<file path="src/rtl/ib_iter_scheduler.sv">
// ib_iter_scheduler: sequences per-iteration CN then VN IB-map write updates, early termination and iteration limit.
// Optional per-phase watchdog is built only when IB_SCHED_WDOG_EN is defined.
module ib_iter_scheduler #(
    parameter int MAX_ITER    = 10,
    parameter int ITER_WIDTH  = $clog2(MAX_ITER + 1),
    parameter int WDOG_CYCLES = 256
) (
    input  logic                  write_clk,
    input  logic                  rstn,
    input  logic                  start,
    input  logic                  early_term,
    input  logic [1:0]            cn_busy,
    input  logic [1:0]            vn_busy,
    output logic                  cn_iter_rqst,
    output logic                  vn_iter_rqst,
    output logic                  iter_termination,
    output logic [ITER_WIDTH-1:0] iter_cnt,
    output logic                  done,
    output logic                  timeout_err,
    output logic [2:0]            state
);

    localparam logic [2:0] ST_IDLE     = 3'b000;
    localparam logic [2:0] ST_CN_UPD   = 3'b001;
    localparam logic [2:0] ST_VN_UPD   = 3'b010;
    localparam logic [2:0] ST_ITER_CHK = 3'b011;
    localparam logic [2:0] ST_TERM     = 3'b100;

    localparam logic [1:0] BUSY_UPD = 2'b01;
    localparam logic [1:0] BUSY_FIN = 2'b10;

    localparam logic [ITER_WIDTH-1:0] ITER_LAST = ITER_WIDTH'(MAX_ITER);
    localparam logic [ITER_WIDTH-1:0] ITER_ONE  = ITER_WIDTH'(1);

    logic [2:0]            r_state;
    logic [ITER_WIDTH-1:0] r_iter_cnt;
    logic                  r_phase_seen;

    logic [2:0]            w_state_nxt;
    logic [ITER_WIDTH-1:0] w_iter_cnt_nxt;
    logic                  w_phase_seen_nxt;
    logic [ITER_WIDTH-1:0] w_iter_inc;
    logic [1:0]            w_busy_sel;
    logic                  w_in_phase;
    logic                  w_phase_done;
    logic                  w_wdog_exp;

    assign w_in_phase   = (r_state == ST_CN_UPD) || (r_state == ST_VN_UPD);
    assign w_busy_sel   = (r_state == ST_VN_UPD) ? vn_busy : cn_busy;
    // A FINISH only counts once this phase has seen UPDATING; earlier ones are stale.
    assign w_phase_done = w_in_phase && r_phase_seen && (w_busy_sel == BUSY_FIN);
    assign w_iter_inc   = r_iter_cnt + ITER_ONE;

    // Next-state and iteration bookkeeping.
    always_comb begin
        w_state_nxt      = r_state;
        w_iter_cnt_nxt   = r_iter_cnt;
        w_phase_seen_nxt = r_phase_seen;
        case (r_state)
            ST_IDLE: begin
                if (start) begin
                    w_state_nxt      = ST_CN_UPD;
                    w_iter_cnt_nxt   = {ITER_WIDTH{1'b0}};
                    w_phase_seen_nxt = 1'b0;
                end else begin
                    w_state_nxt = ST_IDLE;
                end
            end
            ST_CN_UPD, ST_VN_UPD: begin
                if (w_phase_done) begin
                    w_phase_seen_nxt = 1'b0;
                    w_state_nxt      = (r_state == ST_CN_UPD) ? ST_VN_UPD : ST_ITER_CHK;
                end else if (w_wdog_exp) begin
                    w_state_nxt = ST_TERM;
                end else if (w_busy_sel == BUSY_UPD) begin
                    w_phase_seen_nxt = 1'b1;
                end else begin
                    w_phase_seen_nxt = r_phase_seen;
                end
            end
            ST_ITER_CHK: begin
                w_iter_cnt_nxt = w_iter_inc;
                if (early_term || (w_iter_inc == ITER_LAST)) begin
                    w_state_nxt = ST_TERM;
                end else begin
                    w_state_nxt = ST_CN_UPD;
                end
            end
            ST_TERM: begin
                w_state_nxt = ST_IDLE;
            end
            default: begin
                w_state_nxt = ST_IDLE;
            end
        endcase
    end

    // Core state registers.
    always_ff @(posedge write_clk or negedge rstn) begin
        if (!rstn) begin
            r_state      <= ST_IDLE;
            r_iter_cnt   <= {ITER_WIDTH{1'b0}};
            r_phase_seen <= 1'b0;
        end else begin
            r_state      <= w_state_nxt;
            r_iter_cnt   <= w_iter_cnt_nxt;
            r_phase_seen <= w_phase_seen_nxt;
        end
    end

`ifdef IB_SCHED_WDOG_EN
    localparam int WDOG_WIDTH = $clog2(WDOG_CYCLES + 1);
    localparam logic [WDOG_WIDTH-1:0] WDOG_LAST = WDOG_WIDTH'(WDOG_CYCLES - 1);
    localparam logic [WDOG_WIDTH-1:0] WDOG_ONE  = WDOG_WIDTH'(1);

    logic [WDOG_WIDTH-1:0] r_wdog_cnt;
    logic                  r_timeout_err;

    assign w_wdog_exp  = w_in_phase && (r_wdog_cnt == WDOG_LAST);
    assign timeout_err = r_timeout_err;

    // Phase watchdog: restarts on every phase entry, sticky error until next start.
    always_ff @(posedge write_clk or negedge rstn) begin
        if (!rstn) begin
            r_wdog_cnt    <= {WDOG_WIDTH{1'b0}};
            r_timeout_err <= 1'b0;
        end else begin
            if ((r_state == ST_IDLE) && start) begin
                r_timeout_err <= 1'b0;
            end else if (w_wdog_exp && !w_phase_done) begin
                r_timeout_err <= 1'b1;
            end else begin
                r_timeout_err <= r_timeout_err;
            end
            if (w_in_phase && (w_state_nxt == r_state)) begin
                r_wdog_cnt <= r_wdog_cnt + WDOG_ONE;
            end else begin
                r_wdog_cnt <= {WDOG_WIDTH{1'b0}};
            end
        end
    end
`else
    assign w_wdog_exp  = 1'b0;
    assign timeout_err = 1'b0;
`endif

    assign cn_iter_rqst     = (r_state == ST_CN_UPD);
    assign vn_iter_rqst     = (r_state == ST_VN_UPD);
    assign iter_termination = (r_state == ST_TERM);
    assign done             = (r_state == ST_TERM);
    assign iter_cnt         = r_iter_cnt;
    assign state            = r_state;

endmodule
</file>
<file path="config.mk">
export PLATFORM = sky130hd
export DESIGN_NAME = ib_iter_scheduler
export DESIGN_NICKNAME = d
export VERILOG_FILES = /design/src/rtl/ib_iter_scheduler.sv
export SDC_FILE = /design/constraint.sdc
export NUM_CORES = 1
export LEC_CHECK = 0
export BUFFER_PORTS_ARGS = -buffer_cell sky130_fd_sc_hd__buf_2
export CORE_AREA = 3 3 40 42
export CTS_CLUSTER_SIZE = 28
export DETAILED_ROUTE_END_ITERATION = 12
export DIE_AREA = 0 0 43 45
export GPL_TIMING_DRIVEN = 0
export PLACE_DENSITY = 0.68
export RECOVER_POWER = 25
export SLEW_MARGIN = 10
export SYNTH_ARGS = -nofsm -noshare
export SYNTH_HDL_FRONTEND = slang
export SYNTH_SLANG_ARGS = --single-unit
export TNS_END_PERCENT = 30
</file>
<file path="constraint.sdc">
create_clock -name write_clk -period 1.6 [get_ports write_clk]
set_input_delay 0 -clock write_clk [delete_from_list [all_inputs] [get_ports write_clk]]
set_output_delay 0 -clock write_clk [all_outputs]
set_load 0.1 [all_outputs]
</file>
# Word-level counts from Yosys, hierarchy flattened
# Index checks and enable logic that the tools add are counted.
word_totals:
  regBits: 8
  latchBits: 0
  ram_bits: 0
  rom_bits: 0
  inputBits: 8
  out_inout_bits: 12
  wordCells: 36
  n_memories: 0
classes:
  n_addsub: 1
  mul: 0
  div_mod_pow: 0
  n_lt_le_gt_ge: 0
  eq_ne: 10
  shifts: 0
  n_mux: 12
  bitwise_logic: 0
  n_reduce_logical: 10
ops:
  columns: ["operator", "n"]
  rows:
  - ["3-bit one-hot mux with 3 select lines", 1]
  - ["4-bit one-hot mux with 2 select lines", 1]
  - ["3-bit by 2-bit equality test with 1-bit output, second input constant", 2]
  - ["3-bit 2-to-1 mux", 2]
  - ["1-bit 2-to-1 mux", 5]
  - ["4-bit by 1-bit adder with 4-bit output, second input constant", 1]
  - ["4-bit equality test, second input constant", 1]
  - ["4-bit 2-to-1 mux", 1]
  - ["2-bit != test, second input constant", 2]
  - ["2-bit nonzero test", 2]
  - ["3-bit by 1-bit equality test with 1-bit output, second input constant", 1]
  - ["3-bit equality test, second input constant", 1]
  - ["3-bit logical NOT", 1]
  - ["3-bit != test, second input constant", 1]
  - ["3-bit AND reduction", 1]
  - ["2-bit by 1-bit equality test with 1-bit output, second input constant", 1]
  - ["2-bit equality test, second input constant", 1]
  - ["1-bit logical AND", 2]
  - ["1-bit logical OR", 2]
  - ["2-bit 2-to-1 mux", 1]
  - ["1-bit one-hot mux with 2 select lines", 1]
  - ["2-bit AND reduction", 1]
  - ["2-bit OR reduction", 1]

# Logic depth before layout (Yosys ltp)
logic_depth:
  ltp_word: 6
  ltp_mapped: 5
  ltp_nobuf: 5

# Least setup slack after synthesis
# No wires, ideal clock.
synth_path:
  path_kind: "flip-flop to output port"
  startpoint: "reg r_state[2], in the netlist state[2]"
  endpoint: "out iter_termination"
  t_arrival_ns: 4.186
  t_required_ns: 1.600
  setup_slack_ns: -2.586
  stages_incl_launch_ff: 4
  n_path_buf: 2
  cell_sequence: "dfrtp_1 > clkbuf_1 > nor3b_1 > buf_4"
synth_via:
  elab_chain_cells: 1
synth_lines:
  columns: ["element", "line_no", "text"]
  rows:
  - ["start, declared", "35", "logic [2:0] r_state;"]
  - ["start signal, assigned", "105", "r_state <= w_state_nxt;"]
  - ["3-bit equality test", null, null]
  - ["end, declared", "16", "output logic iter_termination,"]
# No other way between the ends.

# Final worst setup path
layout_path:
  startpoint: "reg r_state[0], in the netlist state[0]"
  endpoint: "reg r_phase_seen"
layout_via:
  elab_chain_cells: 6
  word_cells_on_any_way: 16
  classes_between: "eq/ne: 6; mux: 3; reduce/logical: 7"
layout_lines:
  columns: ["element", "line_no", "text"]
  rows:
  - ["3-bit by 2-bit equality test with 1-bit output or 3-bit by 1-bit equality test with 1-bit output (tied branches)", "48, 49, 59", null]
  - ["2-bit 2-to-1 mux or 1-bit logical OR (tied branches)", "49, 48", null]
  - ["2-bit equality test or 1-bit logical AND (tied branches)", "51", "assign w_phase_done = w_in_phase && r_phase_seen && (w_busy_sel == BUSY_FIN);"]
  - ["1-bit logical AND", "51", null]
  - ["3-bit != test (no source line) or 1-bit 2-to-1 mux (tied branches)", null, null]
  - ["3-bit AND reduction (no source line) or 1-bit one-hot mux with 2 select lines (tied branches)", null, null]
  - ["end signal, assigned", "107", "r_phase_seen <= w_phase_seen_nxt;"]
  - ["end, declared", "37", "logic r_phase_seen;"]
# Several ways; a longest one is shown, not always the timed one.
# A chain may end at the register's enable or synchronous reset.

==> flow_summary.toml <==
[timing]
finalHoldWorstSlack_ps = 59.7
min_period_ps = 1520
finalHoldViolCount = 0
skew_ps = 7.05
max_clock_freq_mhz = 658
setup_tns_ps = 0
finalCritPeriodShare = 0.950
setup_violations = 0
rsz0062_at_grt = "false"
drv_slew = 0

[route]
drt-initial-drc-count = 19
detail_route.vias_per_cell = 5.42
postRouteAntennaNets = 0
drt_pass1_iterations = 4
totalWireLength_um = 1290
drcViolationCount = 0
avgRoutedWirePerCell_um = 13.0
num_vias = 537

[floorplanning]
io_pins = 20
num_rows = 13
die_w_um = 43
floorplan.initialDensity = 0.436
core_sq_um = 1280
dieArea_sq_um = 1940
die_y_um = 45

[global_route]
grtUsageMet3 = 0.0120
use_met2 = 0.213
antenna_found_initial = 0
grt_max_degree = 11
grt_use_met1 = 0.191
overflow = 0
grtUsageTotal = 0.140
grt_pass1_vias = 484
grt_pass1_wl_um = 2020
top_usage_layer = "met2"

[synth]
synth_edf_count = 0
synth_fa_ha_area_frac = 0.0446
synth_cell_type_count = 31
synth_top_family_by_area = "compound AO/OA/AOI/OAI gates"
ys_seq_area_frac = 0.357
ys_seq_elements = 8
synth_flop_cell = "dfrtp_1"
syn_area_sq_um = 561
synth-xor-area-share = 0
synth_compound_area_frac = 0.286
synthSimpleGateAreaFrac = 0.228
syn_avg_cell_area_sq_um = 9.34
synthArstFlopShare = 1.00
muxShareOfSynthArea = 0
synth_cells = 60
synth_warnings = 0
syn-num-nets = 70

[final_layout]
final_cell_mix = "buf_2, a21oi_1, dfrtp_1"
diodes = 0
syn_to_final_growth_pct = 39.3
nets = 95
drive_gt1_frac = 0.405
layout_commonest_cell = "buf_2"

[worst_setup_path]
arrival_ps = 1660
crit_fanout = 10
cp_slowest_stage_delay_ps = 500
rr_worst_depth = 4
rr_startpoint = "state[0]$_DFFE_PN0N_"
cp_slowest_cell = "dfrtp_4"
critPathLaunchType = "flip-flop"
rrSetupSlack_ps = 80
criticalPathCategory = "reg2reg"
end_kind = "flip-flop"
required_ps = 1740
path_cells = "buf_4 > nor4bb_1 > a21oi_1 > o22a_1"
reg2reg_to = "r_phase_seen$_DFFE_PN0P_"

[place]
place_congestion = 0.741
place_hpwl_um = 999
portBuffers = 18

[clock_network]
clkTransAtPathRegs_ps = 50
cts_root_buf = "clkbuf_4"
cts_sinks = 8
post_cts_buffers = 0
cts_tree = "built"
cts_inserted_buffers = 3
clock_latency_ps = 250
max-clock-path-buffers = 2
htree_levels = 1

[hold_path]
min_from = "cn_busy[1]"
holdPathStages = 2
hold_class = "in2reg"
hold_end = "state[1]$_DFFE_PN0N_"

[power_and_ir_drop]
leakage_nw = 0.367
p_per_area_nw_per_um2 = 1970
ir_drop_mv = 0.867

[status]
status = "completed"

[job]
maxCapViolCount = 0
==> metrics by stage <==
stage | utilization | worst slack, ps | power [W] | std cells | cell area, sq um
floorplan | - | -634 | 0.00120 | 60 | 611
global placement | 0.560 | 25.7 | 0.00136 | 93 | 719
detailed placement | 0.560 | 8.13 | 0.00137 | 93 | 719
CTS | 0.604 | 19.3 | 0.00154 | 99 | 776
global route | 0.608 | 8.77 | 0.00161 | 99 | 781
finish | 0.608 | 80.0 | 0.00153 | 99 | 781
==> registers in the layout (all words and copies together), names as in the netlist <==
name	cells
iter_cnt	4
r_phase_seen	1
state	3
==> worst max path at each step <==
stage / depth (start not counted) / to / from / slack, ps
4_1_cts: 4 / iter_termination / state[1]$_DFFE_PN0N_ / 20
6_report: 4 / r_phase_seen$_DFFE_PN0P_ / state[0]$_DFFE_PN0N_ / 80
5_1_grt: 3 / done / state[1]$_DFFE_PN0N_ / 9
2_1_floorplan: 4 / r_phase_seen$_DFFE_PN0P_ / state[1]$_DFFE_PN0N_ / -630
3_5_place_dp: 4 / iter_cnt[2]$_DFFE_PN0P_ / state[0]$_DFFE_PN0N_ / 8
3_3_place_gp: 4 / iter_cnt[2]$_DFFE_PN0P_ / state[0]$_DFFE_PN0N_ / 30
==> area by class of cell <==
| type | count | area (sq um) |
|---|---|---|
| fillers | 109 | 504 |
| multi-input cells | 43 | 344 |
| flip-flops and latches | 8 | 211 |
| repair buffers | 20 | 120 |
| plain buffers | 5 | 45.0 |
| clock buffers | 4 | 26.3 |
| well taps | 15 | 18.8 |
| inverters | 4 | 15.0 |
==> cell usage after synthesis (all sizes together), types with 3 or more instances <==
cell type	instances	area (sq um)
inv	4	15.0
nor2	4	15.0
o22a	3	26.3
nor3b	4	41.3
dfrtp	8	200
buf	4	25.0
a21oi	5	25.0
==> report_power, final <==
group          total, W  internal (W)  switching [W]
combinational   0.00100      0.000250       0.000754
sequential     0.000375      0.000278      0.0000972
clock          0.000156     0.0000949      0.0000608
==> worst max-delay path, delay by kind of cell (launching register included) <==
family | cells | cell delay (ps)
AO/OA/AOI/OAI | 2 | 330
buffers and inverters | 1 | 190
flip-flops | 1 | 500
AND/OR/NAND/NOR | 1 | 380
==> per-layer routing <==
| metal | vias up | share of wire |
|---|---|---|
| li1 | 273 | - |
| met5 | - | 0 |
| met4 | 0 | 0.0047 |
| met3 | 2 | 0.036 |
| met1 | 250 | 0.50 |
| met2 | 12 | 0.46 |
==> cell families (layout without fill, tap and decap cells) <==
logic type	Yosys count	in the layout
AND/OR/NAND/NOR	19	19
AO/OA/AOI/OAI	21	21
adder cells (fa/ha/maj)	2	2
flip-flops	8	8
other	1	1
buffers and inverters	9	33
==> timing repair <==
| action | 4_1_cts | 5_1_grt |
|---|---|---|
| hold buffers | 2 | 0 |
| gates resized for setup | 3 | 2 |
| endpoints found under the hold margin | 10 | 0 |
| setup endpoints to repair | 3 | 2 |
Power figures use the tool's default switching activity.
